**src/rtl/pipe_hazard_ctrl.sv**
```systemverilog
// pipe_hazard_ctrl
// Hazard and memory-handshake controller for a five-stage pipeline.
// A three-state memory FSM (IDLE / WAIT / ABORT) drives the data-memory
// handshake and an access timeout. Every stall and flush output is
// combinational from the FSM state and the current inputs. The prioritised
// result is ABORT, then memory stall, then taken jump, then load-use.
//
// Ports
//   clk, rstn                  clock, asynchronous active-low reset
//   id_rs1/id_rs2, id_use_*    ID-stage source registers and their valid flags
//   ex_rd, ex_regwrite,        EX-stage destination, write enable and load flag
//   ex_memread, ex_jump        plus branch/jump-taken (resolved in EX)
//   mem_memread/mem_memwrite   MEM-stage access request flags
//   dmem_req / dmem_ack        data-memory request / acknowledge
//   *_stall                    hold enables for PC, IF/ID, ID/EX, EX/MEM
//   *_flush                    bubble-insert for IF/ID, ID/EX, EX/MEM, MEM/WB
//   mem_err                    one-cycle pulse when an access is aborted
//   cnt_clr, stall_cycles      clear and value of the PC-stall cycle counter
module pipe_hazard_ctrl #(
    parameter int TIMEOUT = 255
) (
    input  logic        clk,
    input  logic        rstn,
    input  logic [4:0]  id_rs1,
    input  logic [4:0]  id_rs2,
    input  logic        id_use_rs1,
    input  logic        id_use_rs2,
    input  logic [4:0]  ex_rd,
    input  logic        ex_regwrite,
    input  logic        ex_memread,
    input  logic        ex_jump,
    input  logic        mem_memread,
    input  logic        mem_memwrite,
    output logic        dmem_req,
    input  logic        dmem_ack,
    output logic        pc_stall,
    output logic        if_id_stall,
    output logic        id_ex_stall,
    output logic        ex_mem_stall,
    output logic        if_id_flush,
    output logic        id_ex_flush,
    output logic        ex_mem_flush,
    output logic        mem_wb_flush,
    output logic        mem_err,
    input  logic        cnt_clr,
    output logic [31:0] stall_cycles
);

    typedef enum logic [1:0] {
        S_IDLE  = 2'd0,
        S_WAIT  = 2'd1,
        S_ABORT = 2'd2
    } state_t;

    localparam logic [7:0] TIMER_LAST = 8'(TIMEOUT - 1);

    state_t      r_state;
    state_t      w_state_next;
    logic [7:0]  r_timer;
    logic [7:0]  w_timer_next;
    logic [31:0] r_stall_cycles;
    logic        w_mem_op;
    logic        w_mem_stall;
    logic        w_abort;
    logic        w_req;
    logic        w_load_use;

    assign w_mem_op = mem_memread | mem_memwrite;

    // Register x0 never carries a real dependency, so ex_rd==0 cannot hazard.
    assign w_load_use = ex_memread & ex_regwrite & (ex_rd != 5'd0) &
                        ((id_use_rs1 & (id_rs1 == ex_rd)) |
                         (id_use_rs2 & (id_rs2 == ex_rd)));

    always_ff @(posedge clk or negedge rstn) begin
        if (!rstn) begin
            r_state <= S_IDLE;
            r_timer <= '0;
        end else begin
            r_state <= w_state_next;
            r_timer <= w_timer_next;
        end
    end

    // Timer stays 0 outside WAIT, so entering WAIT always starts from zero.
    always_comb begin
        w_state_next = r_state;
        w_timer_next = '0;
        w_mem_stall  = 1'b0;
        w_abort      = 1'b0;
        w_req        = 1'b0;
        case (r_state)
            S_IDLE: begin
                if (w_mem_op) begin
                    w_req        = 1'b1;
                    w_mem_stall  = 1'b1;
                    w_state_next = S_WAIT;
                end
            end
            S_WAIT: begin
                w_req = 1'b1;
                if (dmem_ack) begin
                    w_state_next = S_IDLE;
                end else begin
                    w_mem_stall = 1'b1;
                    if (r_timer == TIMER_LAST) begin
                        w_state_next = S_ABORT;
                    end else begin
                        w_timer_next = r_timer + 8'd1;
                    end
                end
            end
            S_ABORT: begin
                w_abort      = 1'b1;
                w_state_next = S_IDLE;
            end
            default: begin
                w_state_next = S_IDLE;
            end
        endcase
    end

    // A jump arriving under a memory stall is simply held in EX (id_ex_stall),
    // so it is acted on naturally in the release cycle without extra state.
    always_comb begin
        dmem_req     = 1'b0;
        pc_stall     = 1'b0;
        if_id_stall  = 1'b0;
        id_ex_stall  = 1'b0;
        ex_mem_stall = 1'b0;
        if_id_flush  = 1'b0;
        id_ex_flush  = 1'b0;
        ex_mem_flush = 1'b0;
        mem_wb_flush = 1'b0;
        mem_err      = 1'b0;
        if (rstn) begin
            dmem_req = w_req;
            if (w_abort) begin
                mem_err      = 1'b1;
                if_id_flush  = 1'b1;
                id_ex_flush  = 1'b1;
                ex_mem_flush = 1'b1;
                mem_wb_flush = 1'b1;
            end else if (w_mem_stall) begin
                pc_stall     = 1'b1;
                if_id_stall  = 1'b1;
                id_ex_stall  = 1'b1;
                ex_mem_stall = 1'b1;
                mem_wb_flush = 1'b1;
            end else if (ex_jump) begin
                if_id_flush = 1'b1;
                id_ex_flush = 1'b1;
            end else if (w_load_use) begin
                pc_stall    = 1'b1;
                if_id_stall = 1'b1;
                id_ex_flush = 1'b1;
            end
        end
    end

    always_ff @(posedge clk or negedge rstn) begin
        if (!rstn) begin
            r_stall_cycles <= '0;
        end else if (cnt_clr) begin
            r_stall_cycles <= '0;
        end else if (pc_stall && (r_stall_cycles != 32'hFFFF_FFFF)) begin
            r_stall_cycles <= r_stall_cycles + 32'd1;
        end
    end

    assign stall_cycles = r_stall_cycles;

endmodule

```
**config.mk**
```make
export PLATFORM = sky130hd
export DESIGN_NAME = pipe_hazard_ctrl
export DESIGN_NICKNAME = d
export VERILOG_FILES = /design/src/rtl/pipe_hazard_ctrl.sv
export SDC_FILE = /design/constraint.sdc
export NUM_CORES = 1
export LEC_CHECK = 0
export CAP_MARGIN = 25
export CORE_ASPECT_RATIO = 0.7
export CORE_MARGIN = 1.5
export CORE_UTILIZATION = 36
export DETAILED_ROUTE_END_ITERATION = 16
export SLEW_MARGIN = 25
export SYNTH_ARGS = -nofsm -noshare
export SYNTH_HDL_FRONTEND = slang
export SYNTH_SLANG_ARGS = --single-unit
```
**constraint.sdc**
```tcl
create_clock -name clk -period 2.9 [get_ports clk]
set_input_delay 0.58 -clock clk [delete_from_list [all_inputs] [get_ports clk]]
set_output_delay 0.58 -clock clk [all_outputs]
set_load 0.1 [all_outputs]
```
Word-level counts from Yosys, hierarchy flattened:

Cells that the tools add are included.
W data, S select, Z words.

* output and inout port bits: 42
* input port bits: 26
* logic and storage cells: 60
* flip-flop bits (word level): 42

* bitwise operators: 7
* equality and inequality tests: 8
* multiplexer cells: 35
* reductions and logical operators: 5
* add/subtract/negate cells: 2

Operator list (number)
* $mux W32: 2
* $add A32 B1 Y32 const B: 1
* $ne A32 B32 Y1 const B: 1
* $mux W1: 24
* $mux W8: 3
* $eq A5 B5 Y1: 2
* $add A8 B1 Y8 const B: 1
* $eq A8 B8 Y1 const B: 1
* $mux W2: 3
* $and A1 B1 Y1: 5
* $reduce_bool A5 Y1: 1
* $pmux W1 S2: 2
* $pmux W2 S2: 1
* $ne A3 B3 Y1 const B: 1
* $eq A2 B1 Y1 const B: 1
* $eq A2 B2 Y1 const B: 1
* $logic_not A2 Y1: 1
* $ne A2 B2 Y1 const B: 1
* $or A1 B1 Y1: 2
* $reduce_and A2 Y1: 1
* $reduce_bool A2 Y1: 1
* $logic_and A1 B1 Y1: 1

Longest topological paths before layout:

Gate-level depths: netlist of run 1.

* depth after elaboration: 12
* mapped depth: 9
* mapped depth without buffers: 7

Least setup slack after synthesis of run 1:

No wires, ideal clock.

* path kind: in2out
* from: in ex_rd[1]
* to: out pc_stall
* buffers on the path: 1
* data required time: 2320 ps
* setup slack: -1732 ps
* cell stages on the path: 6
* arrival time: 4052 ps
* path through: xnor2_1 -> nand4_1 -> o22ai_1 -> a21oi_1 -> nor3b_1 -> buf_4

* cells in the longest elaborated chain, start to end: 9
* elaborated cells between the ends (all ways): 13
* classes of those cells: eq/ne (2); mux (5); bitwise (5); reduce/logical (1)

Ends and longest elaborated chain
* from (decl): line 28 `input logic [4:0] ex_rd,`
* $eq A5 B5 Y1, on equally long branches: line 72, 73
* $and A1 B1 Y1, on equally long branches: line 72, 73
* $or A1 B1 Y1: line 72 `((id_use_rs1 & (id_rs1 == ex_rd)) |`
* $and A1 B1 Y1 *: line 71 `assign w_load_use = ex_memread & ex_regwrite & (ex_rd != 5'd0) &`
* $mux W1 * (5 in series)
* to (decl): line 36 `output logic pc_stall,`

Mark *: on every way between the ends. The rest lies on a longest branch, timed or not.

Worst setup path in the final report of run 1:

* from: in id_rs2[1]
* to: out id_ex_flush

* cells in the longest elaborated chain, start to end: 9

Ends and longest elaborated chain
* from (decl): line 25 `input logic [4:0] id_rs2,`
* $eq A5 B5 Y1: line 73 `(id_use_rs2 & (id_rs2 == ex_rd)));`
* $and A1 B1 Y1: line 73
* $or A1 B1 Y1: line 72
* $and A1 B1 Y1: line 71
* $mux W1: line 153 `end else if (w_load_use) begin`
* $mux W1: line 150 `end else if (ex_jump) begin`
* $mux W1: line 144 `end else if (w_mem_stall) begin`
* $mux W1: line 138 `if (w_abort) begin`
* $mux W1: line 136 `if (rstn) begin`
* to (decl): line 41 `output logic id_ex_flush,`

No other way between the ends.

==> flow_summary.json, run 1 <==
{
  "die_w_um": 102,
  "vias": 2321,
  "syn-num-nets": 300,
  "place_ws_ns": -0.0731,
  "ys_seq_area_frac": 0.427,
  "hp-class": "input port to async pin",
  "final_hold_viol_count": 0,
  "slowest_stage": "clkdlybuf4s50_1",
  "yosysWarningCount": 0,
  "finalCritPeriodShare": 0.972,
  "maxCapViolCount": 0,
  "drc_errors": 0,
  "cts_root_buf": "clkbuf_8",
  "final_area_um2": 3470,
  "relSlewSlack": 0.575,
  "rsz0062_at_grt": "no",
  "gp_congestion": 0.800,
  "dpl-instance-area_um2": 3330,
  "mostFrequentLayoutCells": "buf_4, dfrtp_1, a21oi_1, o21ai_0, or3_1",
  "grt_pass1_vias": 2128,
  "path_cells": "clkdlybuf4s50_1 > xnor2_1 > nand4_1 > o22ai_4 > a211oi_2 > buf_4 > nor3b_4 > buf_12",
  "fin_skew_ns": 0.00969,
  "num_rows": 24,
  "fin_tns_setup_ns": 0,
  "path_delay_family": "buffers and inverters",
  "grt_max_degree": 43,
  "synthArstFlopShare": 1.00,
  "cp.required_ns": 2.32,
  "syn_avg_cell_area_um2": 9.08,
  "max-vdd-ir-drop_mv": 0.178,
  "clk_pin_slew_ns": 0.08,
  "post-dp-hpwl_um": 4830,
  "antenna_found_initial": 0,
  "grt_overflow_total": 0,
  "via_per_inst": 5.29,
  "chipHeight_um": 72.2,
  "netlist_area_um2": 2460,
  "cp-end-kind": "primary output",
  "cts.sinks": 42,
  "io_pins": 68,
  "drive_gt1_frac": 0.241,
  "startpoint_type": "input port",
  "synthFlopType": "dfrtp_1",
  "port_buffers": 67,
  "hold_buffers": 0,
  "finalSetupViolations": 0,
  "synth_cell_type_count": 40,
  "start_util": 0.383,
  "final_antenna_net_count": 0,
  "p_per_area_nw_per_um2": 411,
  "diodes": 0,
  "drt_wl_total_um": 6600,
  "synth_enable_flop_cells": 0,
  "wl_per_cell_um": 15.0,
  "drtIter0Drc": 90,
  "critPathKind": "input port to primary output",
  "finalWorstSetupSlack_ns": 0.0817,
  "synth_seq_cells": 42,
  "holdWs_ns": 0.467,
  "synthCells": 271,
  "gr-usage-all-layers": 0.181,
  "htree_levels": 2,
  "arrival_ns": 2.24,
  "numCtsBuffers": 5,
  "crit_buf_inv": 3,
  "syn2layout_area_growth_pct": 40.9,
  "cpPeakStageDelay_ns": 0.48,
  "slew_violations": 0,
  "clock_latency_ns": 0.30,
  "worstMarginPinSlew_ns": 0.635,
  "grt_pass1_wl_um": 10500,
  "max_freq_mhz": 355,
  "min_period_ns": 2.82,
  "placedCellCount": 431,
  "final_common_cell": "buf_4",
  "outcome": "complete, no violations",
  "cts_tree": "built",
  "power_leakage_nw": 1.45,
  "cts_buffer_depth": 2,
  "core_area_um2": 6430,
  "finalNetCount": 376,
  "finalNonFillerCells": 439,
  "dieArea_um2": 7350,
  "fin_total_pwr_mw": 1.43,
  "final_util": 0.540,
  "path_max_fanout": 3,
  "drtPass1Iterations": 4
}
-- sequential cells by signal, summed over array words and instances, names as in the netlist --
name / flops
stall_cycles: 32
r_state: 2
r_timer: 8
-- worst register-to-register path, delay by kind of cell (launching register included) --
kind                       cells  cell delay (ns)
adders and majority gates      1             0.19
DFF                            1             0.43
AOI/OAI and AO/OA              1             0.14
and+or+nand+nor                4             1.15
muxes                          1             0.18
buffers and inverters          2             0.41
-- power by group --
group	internal [mW]	switching [mW]	total, mW	leakage, nW
logic	0.167	0.260	0.428	0.825
clock network	0.170	0.212	0.382	0.0452
registers	0.597	0.0202	0.617	0.580
total	0.934	0.493	1.43	1.45
-- cells in the mapped netlist, types with 2 or more instances --
cell      instances  area share
a21oi_1          29       0.059
and2_1            6       0.015
and3_1            7       0.018
and4_1            4       0.014
buf_4             4       0.012
buf_6             4       0.018
clkbuf_1          5      0.0076
dfrtp_1          42        0.43
ha_1              3       0.015
inv_1             2      0.0031
nand2_1          15       0.023
nand3_1          13       0.026
nand4_1          17       0.043
nor2_1           19       0.029
nor2b_1           2      0.0051
nor3b_1           3      0.0092
nor4_1            2      0.0051
o21ai_0          25       0.051
o31ai_1           4       0.012
or3_1            25       0.064
or4_1             5       0.015
xnor2_1          13       0.046
xor2_1            5       0.018
-- path summary, 6_finish.rpt --
path / startpoint / depth (start not counted) / end / slack, ns
worst max-delay path: id_rs2[1] / 8 / id_ex_flush / 0.08
worst min-delay path: rstn / 2 / r_timer[1] / 0.47
worst max register to register: stall_cycles[0] / 9 / stall_cycles[1] / 0.27
worst min register to register: r_timer[0] / 1 / r_timer[0] / 0.51
max in group asynchronous: rstn / 2 / stall_cycles[0] / 2.04
min in group clk: r_timer[0] / 1 / r_timer[0] / 0.51
-- what timing repair did --
item / 4_1_cts / 5_1_grt
gates cloned: 0 / 0
setup endpoints to repair: 3 / 3
resized for setup: 2 / 10
buffers inserted: 0 / 0
pin swaps: 0 / 10
-- kinds of logic (layout without fill, tap and decap cells) --
family | Yosys count | count (layout) | share of synthesized area
and+or+nand+nor | 122 | 122 | 0.278
AOI/OAI and AO/OA | 68 | 68 | 0.164
DFF | 42 | 42 | 0.427
xor gates and xnor gates | 18 | 18 | 0.0641
buffers and inverters | 16 | 93 | 0.0432
adders and majority gates | 3 | 3 | 0.0153
muxes | 2 | 2 | 0.00864
-- layer usage --
layer  share of wire  up-vias  wire (um)  GRT usage
met2            0.45       44       2990      0.276
met4          0.0029        0         19     0.0320
met5               0        -          0          0
met3           0.046        2        301     0.0385
li1                -     1163          -          -
met1            0.50     1112       3290      0.270
-- area by class of cell --
cell class / count / area, um2
Fill cell: 617 / 2960
Multi-Input combinational cell: 213 / 1370
Inverter: 2 / 7.51
Timing Repair Buffer: 83 / 833
Sequential cell: 42 / 1050
Tap cell: 91 / 114
Clock inverter: 2 / 13.8
Clock buffer: 6 / 72.6
No activity file was read; power rests on OpenSTA's default activity.
==> run 2: changes to the inputs <==
--- a/config.mk
+++ b/config.mk
@@ -10,7 +10,6 @@
 export CORE_MARGIN = 1.5
 export CORE_UTILIZATION = 36
 export DETAILED_ROUTE_END_ITERATION = 16
-export SLEW_MARGIN = 25
 export SYNTH_ARGS = -nofsm -noshare
 export SYNTH_HDL_FRONTEND = slang
 export SYNTH_SLANG_ARGS = --single-unit
==> results of run 2 <==
No change in the layout: final DEF, timing and power equal those of run 1.
==> run 3: changes to the inputs <==
--- a/config.mk
+++ b/config.mk
@@ -7,9 +7,10 @@
 export LEC_CHECK = 0
 export CAP_MARGIN = 25
 export CORE_ASPECT_RATIO = 0.7
-export CORE_MARGIN = 1.5
-export CORE_UTILIZATION = 36
+export CORE_UTILIZATION = 48
+export CTS_CLUSTER_SIZE = 14
 export DETAILED_ROUTE_END_ITERATION = 16
+export PLACE_DENSITY = 0.8
 export SYNTH_ARGS = -nofsm -noshare
 export SYNTH_HDL_FRONTEND = slang
 export SYNTH_SLANG_ARGS = --single-unit
==> run 3 against run 2 <==
  * Via count increased by 0.34%
  * Clock skew decreased by 0.0052 ns
  * Register-to-register slack about the same
  * Sequential cell count unchanged
  * Clock power about the same
  * Wire length decreased by 4.6%
  * Maximum frequency increased by 0.49%
  * Combinational power decreased by 6.8%
  * Utilization increased by 15 points
  * Final area decreased by 3.0%
  * Die area decreased by 26%
  * Global-route usage increased by 4.4 points
  * Critical endpoint is now pc_stall
  * Largest cell class unchanged
  * Largest power group unchanged
==> flow_summary.json, run 3 (synthesis gave the netlist of run 1 again) <==
{
  "rrSetupSlack_ns": 0.27,
  "finalNetCount": 372,
  "final_antenna_net_count": 0,
  "die_w_um": 87.6,
  "largest_reg_flops": 32,
  "slew_violations": 0,
  "outcome": "complete, no violations",
  "r2r.worst_path.cells": 8,
  "multi_input_area_um2": 1350,
  "start_util": 0.506,
  "gr-usage-all-layers": 0.226,
  "place_ws_ns": -0.0956,
  "drtIter0Drc": 162,
  "holdWs_ns": 0.112,
  "syn2layout_area_growth_pct": 36.7,
  "chipHeight_um": 61.9,
  "diodes": 0,
  "finalCritPeriodShare": 0.967,
  "drive_gt1_frac": 0.230,
  "port_buffers": 67,
  "hp-class": "input port to async pin",
  "max-vdd-ir-drop_mv": 0.302,
  "clk_pin_slew_ns": 0.08,
  "power_leakage_nw": 1.39,
  "critPathKind": "input port to primary output",
  "fin_total_pwr_mw": 1.40,
  "seq_area_um2": 1050,
  "gp_congestion": 0.781,
  "grt_pass1_wl_um": 9310,
  "worstMarginPinSlew_ns": 0.555,
  "core_area_um2": 4860,
  "finalNonFillerCells": 413,
  "io_pins": 68,
  "cp-end-kind": "primary output",
  "drc_errors": 0,
  "final_hold_viol_count": 0,
  "worst_r2r_startpoint": "stall_cycles[0]",
  "antenna_found_initial": 0,
  "startpoint_type": "input port",
  "cts.sinks": 42,
  "mostFrequentLayoutCells": "buf_4, dfrtp_1, a21oi_1, o21ai_0, or3_1",
  "htree_levels": 2,
  "fin_tns_setup_ns": 0,
  "via_per_inst": 5.64,
  "num_rows": 21,
  "post-dp-hpwl_um": 4530,
  "cts_root_buf": "clkbuf_8",
  "finalSetupViolations": 0,
  "grt_pass1_vias": 1995,
  "final_common_cell": "buf_4",
  "min_period_ns": 2.80,
  "p_per_area_nw_per_um2": 416,
  "clock_latency_ns": 0.30,
  "max_freq_mhz": 357,
  "dieArea_um2": 5420,
  "fillers": 395,
  "grt_overflow_total": 0,
  "r2r_end": "stall_cycles[28]",
  "rsz0062_at_grt": "no",
  "maxCapViolCount": 0,
  "fin_skew_ns": 0.00447,
  "placedCellCount": 404,
  "arrival_ns": 2.22,
  "cts_buffer_depth": 2,
  "finalWorstSetupSlack_ns": 0.0954,
  "hold_buffers": 0,
  "wl_per_cell_um": 15.2,
  "relSlewSlack": 0.629,
  "vias": 2329,
  "cts_tree": "built",
  "numCtsBuffers": 5,
  "drt_wl_total_um": 6300,
  "drtPass1Iterations": 4,
  "path_max_fanout": 3,
  "cp.required_ns": 2.32,
  "grt_max_degree": 29
}
## run 3: where the power goes
group | internal (mW) | total (mW) | switching [mW]
clock | 0.169 | 0.383 | 0.213
combinational | 0.145 | 0.399 | 0.254
sequential | 0.597 | 0.618 | 0.0205
total | 0.912 | 1.40 | 0.488
## run 3: per-layer routing
| layer | routed length [um] | share of wire | global-route usage | vias up |
|---|---|---|---|---|
| li1 | - | - | - | 1155 |
| met1 | 3010 | 0.48 | 0.310 | 1097 |
| met2 | 2830 | 0.45 | 0.363 | 70 |
| met3 | 386 | 0.061 | 0.0515 | 7 |
| met4 | 71 | 0.011 | 0.0679 | 0 |
| met5 | 0 | 0 | 0 | - |
## run 3: timing repair
item / CTS / global route
resized for setup: 5 / 4
pin swaps: 3 / 7
setup buffers: 2 / 0
setup endpoints to repair: 3 / 3
## run 3: worst max-delay path by stage
stage / start / end / slack, ns / cells past startpoint
5_1_grt: id_rs2[4] / pc_stall / 0.02 / 7
3_3_place_gp: ex_rd[0] / id_ex_flush / -0.04 / 7
3_5_place_dp: ex_rd[4] / stall_cycles[20] / -0.1 / 9
6_report: id_rs2[4] / pc_stall / 0.1 / 7
4_1_cts: ex_rd[3] / if_id_stall / 0.005 / 7
2_1_floorplan: ex_rd[1] / pc_stall / -0.24 / 6
## run 3: worst max-delay path, stage by stage
cell and delay (ns):
clkdlybuf4s50_1 0.47, xnor2_1 0.12, nand4_1 0.14, o22ai_2 0.29
a21oi_2 0.11, nor3b_4 0.30, buf_12 0.22
## run 3: area by class of cell
class | count | share of cell area
clock inverter | 3 | 0.00632
multi-input combinational | 213 | 0.401
sequential | 42 | 0.313
timing repair buffer | 79 | 0.232
tap | 69 | 0.0257
inverter | 2 | 0.00223
clock buffer | 5 | 0.0205
## run 3: through the flow
stage	instance area, um2	utilization
6_report	3360	0.692
2_1_floorplan	2490	-
5_1_grt	3360	0.692
3_3_place_gp	3250	0.668
3_5_place_dp	3250	0.668
4_1_cts	3360	0.691
